$ cat src/rtl/dmem_port_arbiter.sv
// Arbitrates the single DMEM port between the core EX-stage port (priority) and a DMA port,
// with a bounded DMA wait. Optional address window checking under DMEM_DMA_WINDOW_EN.
module dmem_port_arbiter #(
  parameter int AW       = 32,
  parameter int DW       = 32,
  parameter int MAX_WAIT = 4,
  parameter int CNT_W    = 3
) (
  input  logic          clk,
  input  logic          resetn,
  input  logic          core_en,
  input  logic          core_we,
  input  logic [AW-1:0] core_addr,
  input  logic [DW-1:0] core_wdata,
  output logic [DW-1:0] core_rdata,
  output logic          core_stall,
  input  logic          dma_valid,
  output logic          dma_ready,
  input  logic          dma_we,
  input  logic [AW-1:0] dma_addr,
  input  logic [DW-1:0] dma_wdata,
  output logic          dma_rsp_valid,
  output logic [DW-1:0] dma_rsp_data,
  output logic          dma_rsp_err,
`ifdef DMEM_DMA_WINDOW_EN
  input  logic [AW-1:0] dma_win_base,
  input  logic [AW-1:0] dma_win_size,
`endif
  output logic          mem_en,
  output logic          mem_we,
  output logic [AW-1:0] mem_addr,
  output logic [DW-1:0] mem_wdata,
  input  logic [DW-1:0] mem_rdata
);

  typedef enum logic {PRI_CORE, PRI_DMA} state_t;

  localparam logic [CNT_W-1:0] CNT_MAX = CNT_W'(MAX_WAIT - 1);

  state_t           state;
  logic [CNT_W-1:0] wait_cnt;
  logic [CNT_W-1:0] cnt_nxt;
  logic             dma_grant;
  logic             dma_err;
  logic             dma_mem;
  logic             core_use;
  logic             rsp_valid_q;
  logic             rsp_err_q;
  logic [DW-1:0]    rsp_data_q;

`ifdef DMEM_DMA_WINDOW_EN
  // Subtract first so base+size overflowing AW cannot wrap the compare.
  assign dma_err = (dma_addr < dma_win_base) || ((dma_addr - dma_win_base) >= dma_win_size);
`else
  assign dma_err = 1'b0;
`endif

  always_comb begin
    dma_grant = 1'b0;
    if (resetn) begin
      if (state == PRI_DMA && dma_valid) dma_grant = 1'b1;
      else if (!core_en)                 dma_grant = dma_valid;
    end
  end

  // A rejected DMA request never touches memory, so the core may take the port that cycle.
  assign dma_mem    = dma_grant && !dma_err;
  assign core_use   = resetn && core_en && !dma_mem;
  assign core_stall = resetn && core_en && dma_mem;
  assign dma_ready  = dma_grant;
  assign core_rdata = mem_rdata;

  assign mem_en    = dma_mem || core_use;
  assign mem_we    = dma_mem ? dma_we    : (core_use && core_we);
  assign mem_addr  = dma_mem ? dma_addr  : core_addr;
  assign mem_wdata = dma_mem ? dma_wdata : core_wdata;

  assign cnt_nxt = (wait_cnt == CNT_MAX) ? wait_cnt : wait_cnt + CNT_W'(1);

  always_ff @(posedge clk) begin
    if (!resetn) begin
      state       <= PRI_CORE;
      wait_cnt    <= '0;
      rsp_valid_q <= 1'b0;
      rsp_err_q   <= 1'b0;
      rsp_data_q  <= '0;
    end else begin
      rsp_valid_q <= dma_grant && (!dma_we || dma_err);
      rsp_err_q   <= dma_grant && dma_err;
      if (dma_grant) rsp_data_q <= dma_err ? '0 : mem_rdata;
      case (state)
        PRI_CORE: begin
          if (dma_grant || !dma_valid) begin
            wait_cnt <= '0;
          end else begin
            // Conflict: the core won; force the DMA slot once the bound is reached.
            wait_cnt <= cnt_nxt;
            if (cnt_nxt == CNT_MAX) state <= PRI_DMA;
          end
        end
        default: begin
          state    <= PRI_CORE;
          wait_cnt <= '0;
        end
      endcase
    end
  end

  // Gating by resetn drops a pending response as soon as reset is applied.
  assign dma_rsp_valid = resetn && rsp_valid_q;
  assign dma_rsp_err   = resetn && rsp_err_q;
  assign dma_rsp_data  = rsp_data_q;

endmodule

$ cat config.mk
export PLATFORM = sky130hd
export DESIGN_NAME = dmem_port_arbiter
export DESIGN_NICKNAME = d
export VERILOG_FILES = /design/src/rtl/dmem_port_arbiter.sv
export SDC_FILE = /design/constraint.sdc
export NUM_CORES = 1
export LEC_CHECK = 0
export CORE_AREA = 2 2 116 118
export CTS_CLUSTER_DIAMETER = 40
export DETAILED_ROUTE_END_ITERATION = 12
export DIE_AREA = 0 0 118 120
export PLACE_DENSITY = 0.75
export SYNTH_ARGS = -nofsm -noshare
export SYNTH_HDL_FRONTEND = slang
export SYNTH_SLANG_ARGS = --single-unit
$ cat constraint.sdc
create_clock -name clk -period 1.7 [get_ports clk]
set_input_delay 0.34 -clock clk [delete_from_list [all_inputs] [get_ports clk]]
set_output_delay 0.34 -clock clk [all_outputs]
set_load 0.005 [all_outputs]
==> implementation parameters <==
Parameter                              Value

Power and ir drop
  Power density over the cells    517 mW/mm²
  Power after layout    0.00336 W
  Switching pwr    0.000767 W
  Leak pwr    ~2.9 nW
  Worst voltage drop across the vdd grid    roughly 0.00036 V
  Fraction of power spent switching nets    between 20% and 30%
  Part of the power in the clock network    between 30% and 40%
  Seq pwr share    around 28%
  Total internal power    approximately 0.0026 W
  Fraction of power consumed by combinational cells    39.8%

Floorplanning
  Top-level port count    300
  Floorplan Core Area    ~0.013 mm²
  Number of rows created at floorplan    42
  Die boundary width    between 100 and 150 µm
  Total die area    between 0.01 and 0.015 mm²
  Vertical die dimension    120 µm
  Initial Util    between 10% and 20%

Clock network
  Clock Tree Buf Depth    2
  Hold_buf cts    0
  Count of H-tree levels built during CTS    2
  TritonCTS clock tree    built
  Worst skew pair latency    approximately 0.27 ns
  Number of clock buffers inserted by TritonCTS    5
  Clk sinks    37
  Post-CTS clock slew at the launch and capture registers of the worst setup and hold paths    0.06 ns
  Buffer type at the clock tree root    clkbuf_16

Setup path
  Arrival time at the worst endpoint    around 1.9 ns
  Nature of the critical path startpoint    flip-flop
  Library cell contributing the largest single delay on the critical path    dfxtp_2
  Largest driver fanout on the critical path    5
  Type of element capturing the critical path    primary output
  Critical-path cell list    and2b_2, nor2_8, buf_6, buf_12, buf_12, buf_16, mux2_4, buf_6
  Kind of critical path    flip-flop to primary output
  Worst stage delay on the critical path    roughly 0.31 ns
  Required time of the critical path    between 1 and 1.5 ns

Final layout
  Final nets    737
  Share of cells above drive strength 1    around a third
  Post-layout instance area    approximately 0.0065 mm²
  Filler Cells Inserted    about 1,200
  Area growth from synthesis to layout    155%
  Antenna diode count    0

Routing
  Average wire per standard cell    between 15 and 20 µm
  Post-route ant nets    0
  Uppermost layer routed    met4
  Via density per instance    a little over 4
  DR WL met2    about 7200 µm
  DR DRC count    0
  Detailed route wirelength on metal3    around 1000 µm
  Total wirelength of the detailed-routed design    between 10,000 and 15,000 µm
  DRT met1 WL    between 5000 and 6000 µm
  Vias    ~3,100
  Iteration-0 DRC Markers    approximately 100
  Number of iterations in the first detailed-routing pass    4

Place
  Post-Place Cell Area    between 0.005 and 0.006 mm²
  I/O Buffers    298
  Half-perimeter wire length of the detailed placement result    between 9000 and 10,000 µm
  Weighted congestion at the end of routability-driven global placement    roughly 0.92
  Setup slack after placement    -0.950 ns

Yosys
  Share of synthesized area occupied by flip-flops and latches    between 20 and 30%
  Cell count after synthesis    between 200 and 300
  Synthesized cell area    0.00254 mm²
  Synth unique cells    22
  Ys Warns    0
  Largest area contributor in the netlist    dfxtp_1
  Post-synth top area share    between 20% and 30%
  Synthesized flop and latch total    37
  Average size of a mapped cell    around 9.7 µm²
  Cells taking the most area after synthesis    dfxtp_1 29%, mux2_2 29%, mux2i_1 13%, buf_4 11%, nand2_1 4.9%
  Net count after synthesis    430

Outcome
  Outcome    finished, violations left
  Violated checks    setup timing

STA
  Final WS setup    -0.501 ns
  Setup Viol. Count Final    82
  Final hold violation count    0
  Time the worst path needs with I/O delays and setup    2.20 ns
  Aggregate negative setup slack    -27.40 ns
  Worst Hold Slack    around 0.45 ns
  Clock skew    between 0.002 and 0.0025 ns
  Max Transition Viols Final    0
  Final Cycle Share    129%
  Timing-limited maximum frequency    between 400 and 500 MHz
  Unrepaired setup endpoints after global routing    true

Global routing
  Antenna violations before repair    0
  Overall routing resource usage    18.1%
  Pin count of the biggest net entering global routing    19
  Via count of the first global-routing pass    ~3,300
  Wire length of the first global-routing pass    19,700 µm
  Global-route congestion overflow total    0

Hold path
  Worst min path class    flip-flop to flip-flop

Run
  Max Cap Viol    0
critical path: cells and delay by family, from the launching register on:
family | cells | cell delay [ns]
buf+inv | 5 | 0.58
simple gates | 2 | 0.39
flops | 1 | 0.31
mux | 1 | 0.30
metrics by stage:
step                instances  utilization (%)
floorplan                 263                -
global placement          701             42.3
detailed placement        701             42.3
CTS                       747             49.2
global route              747             50.0
finish                    747             50.0
cell usage in the layout (no fill, tap or decap), drive strengths merged, types with 3 or more instances in the layout:
master / n
clkbuf: 9
inv: 32
nor2: 3
clkdlybuf4s50: 217
dfxtp: 37
nand2: 33
dlygate4sd2: 6
mux2: 65
clkdlybuf4s15: 7
mux2i: 33
buf: 107
dlymetal6s2s: 7
flip-flops by register name, indices dropped and copies added, names as in the netlist, named ones only:
register	cells
dma_rsp_data	32
wait_cnt	2
rsp_valid_q	1
state	1
cell type report:
class | instances | area [µm²] | area share [%]
well taps | 176 | 220 | 3.39
flip-flops and latches | 37 | 742 | 11.4
multi-input cells | 147 | 1510 | 23.2
clock inverters | 1 | 30.0 | 0.462
clock buffers | 7 | 143 | 2.20
repair buffers | 347 | 3730 | 57.5
inverters | 32 | 120 | 1.85
final timing paths:
| check | start | end | slack (ns) | cells after the start |
|---|---|---|---|---|
| worst max-delay path | state | mem_addr[27] | -0.50 | 8 |
| worst min-delay path | wait_cnt[2] | state | 0.45 | 1 |
| worst max register to register | state | dma_rsp_data[12] | -0.05 | 8 |
| worst min register to register | wait_cnt[2] | state | 0.45 | 1 |
synthesized netlist by cell type:
cell type / count
mux2_2: 65
dfxtp_1: 37
buf_4: 36
mux2i_1: 33
nand2_1: 33
inv_1: 32
buf_6: 6
clkbuf_1: 3
and2_1: 2
buf_8: 2
nor2_1: 2
nor3b_1: 2
and2b_1: 1
and3_1: 1
conb_1: 1
ha_1: 1
nand3_1: 1
nor2_8: 1
nor2b_1: 1
nor3_1: 1
o21a_1: 1
xor2_1: 1
cell families (layout without fill, tap and decap cells):
kind of cell    count (synthesis)  after routing  synth area share, %
other cells                     1              1                0.147
flops                          37             37                 29.1
fa+ha+maj                       1              1                0.492
simple gates                   45             45                 8.21
compound gates                  1              1                0.295
buf+inv                        79            387                 19.6
xor+xnor                        1              1                0.344
mux                            98             98                 41.8
power by group through the flow:
| stage | Combinational [W] | Clock (W) | Sequential, W |
|---|---|---|---|
| 4_1_cts | 0.00130 | 0.00113 | 0.000936 |
| 3_5_place_dp | 0.00112 | 0 | 0.000954 |
| 3_3_place_gp | 0.00111 | 0 | 0.000952 |
| 2_1_floorplan | 0.000330 | 0 | 0.000956 |
| 5_1_grt | 0.00140 | 0.00117 | 0.000941 |
| 6_report | 0.00134 | 0.00108 | 0.000936 |
routing by layer:
| metal | global-route usage, % | vias up |
|---|---|---|
| met1 | 20.2 | 1457 |
| li1 | - | 1441 |
| met3 | 5.85 | 21 |
| met4 | 3.46 | 0 |
| met5 | 0 | - |
| met2 | 33.6 | 143 |
repair_timing:
item,in CTS,in global routing
resized for setup,382,49
endpoints found under the setup margin,99,103
gates cloned,9,1
buffers inserted,34,5
pin swaps,2,2
hold endpoints to repair,0,0
Note: power is estimated with default switching activity, not from simulation.
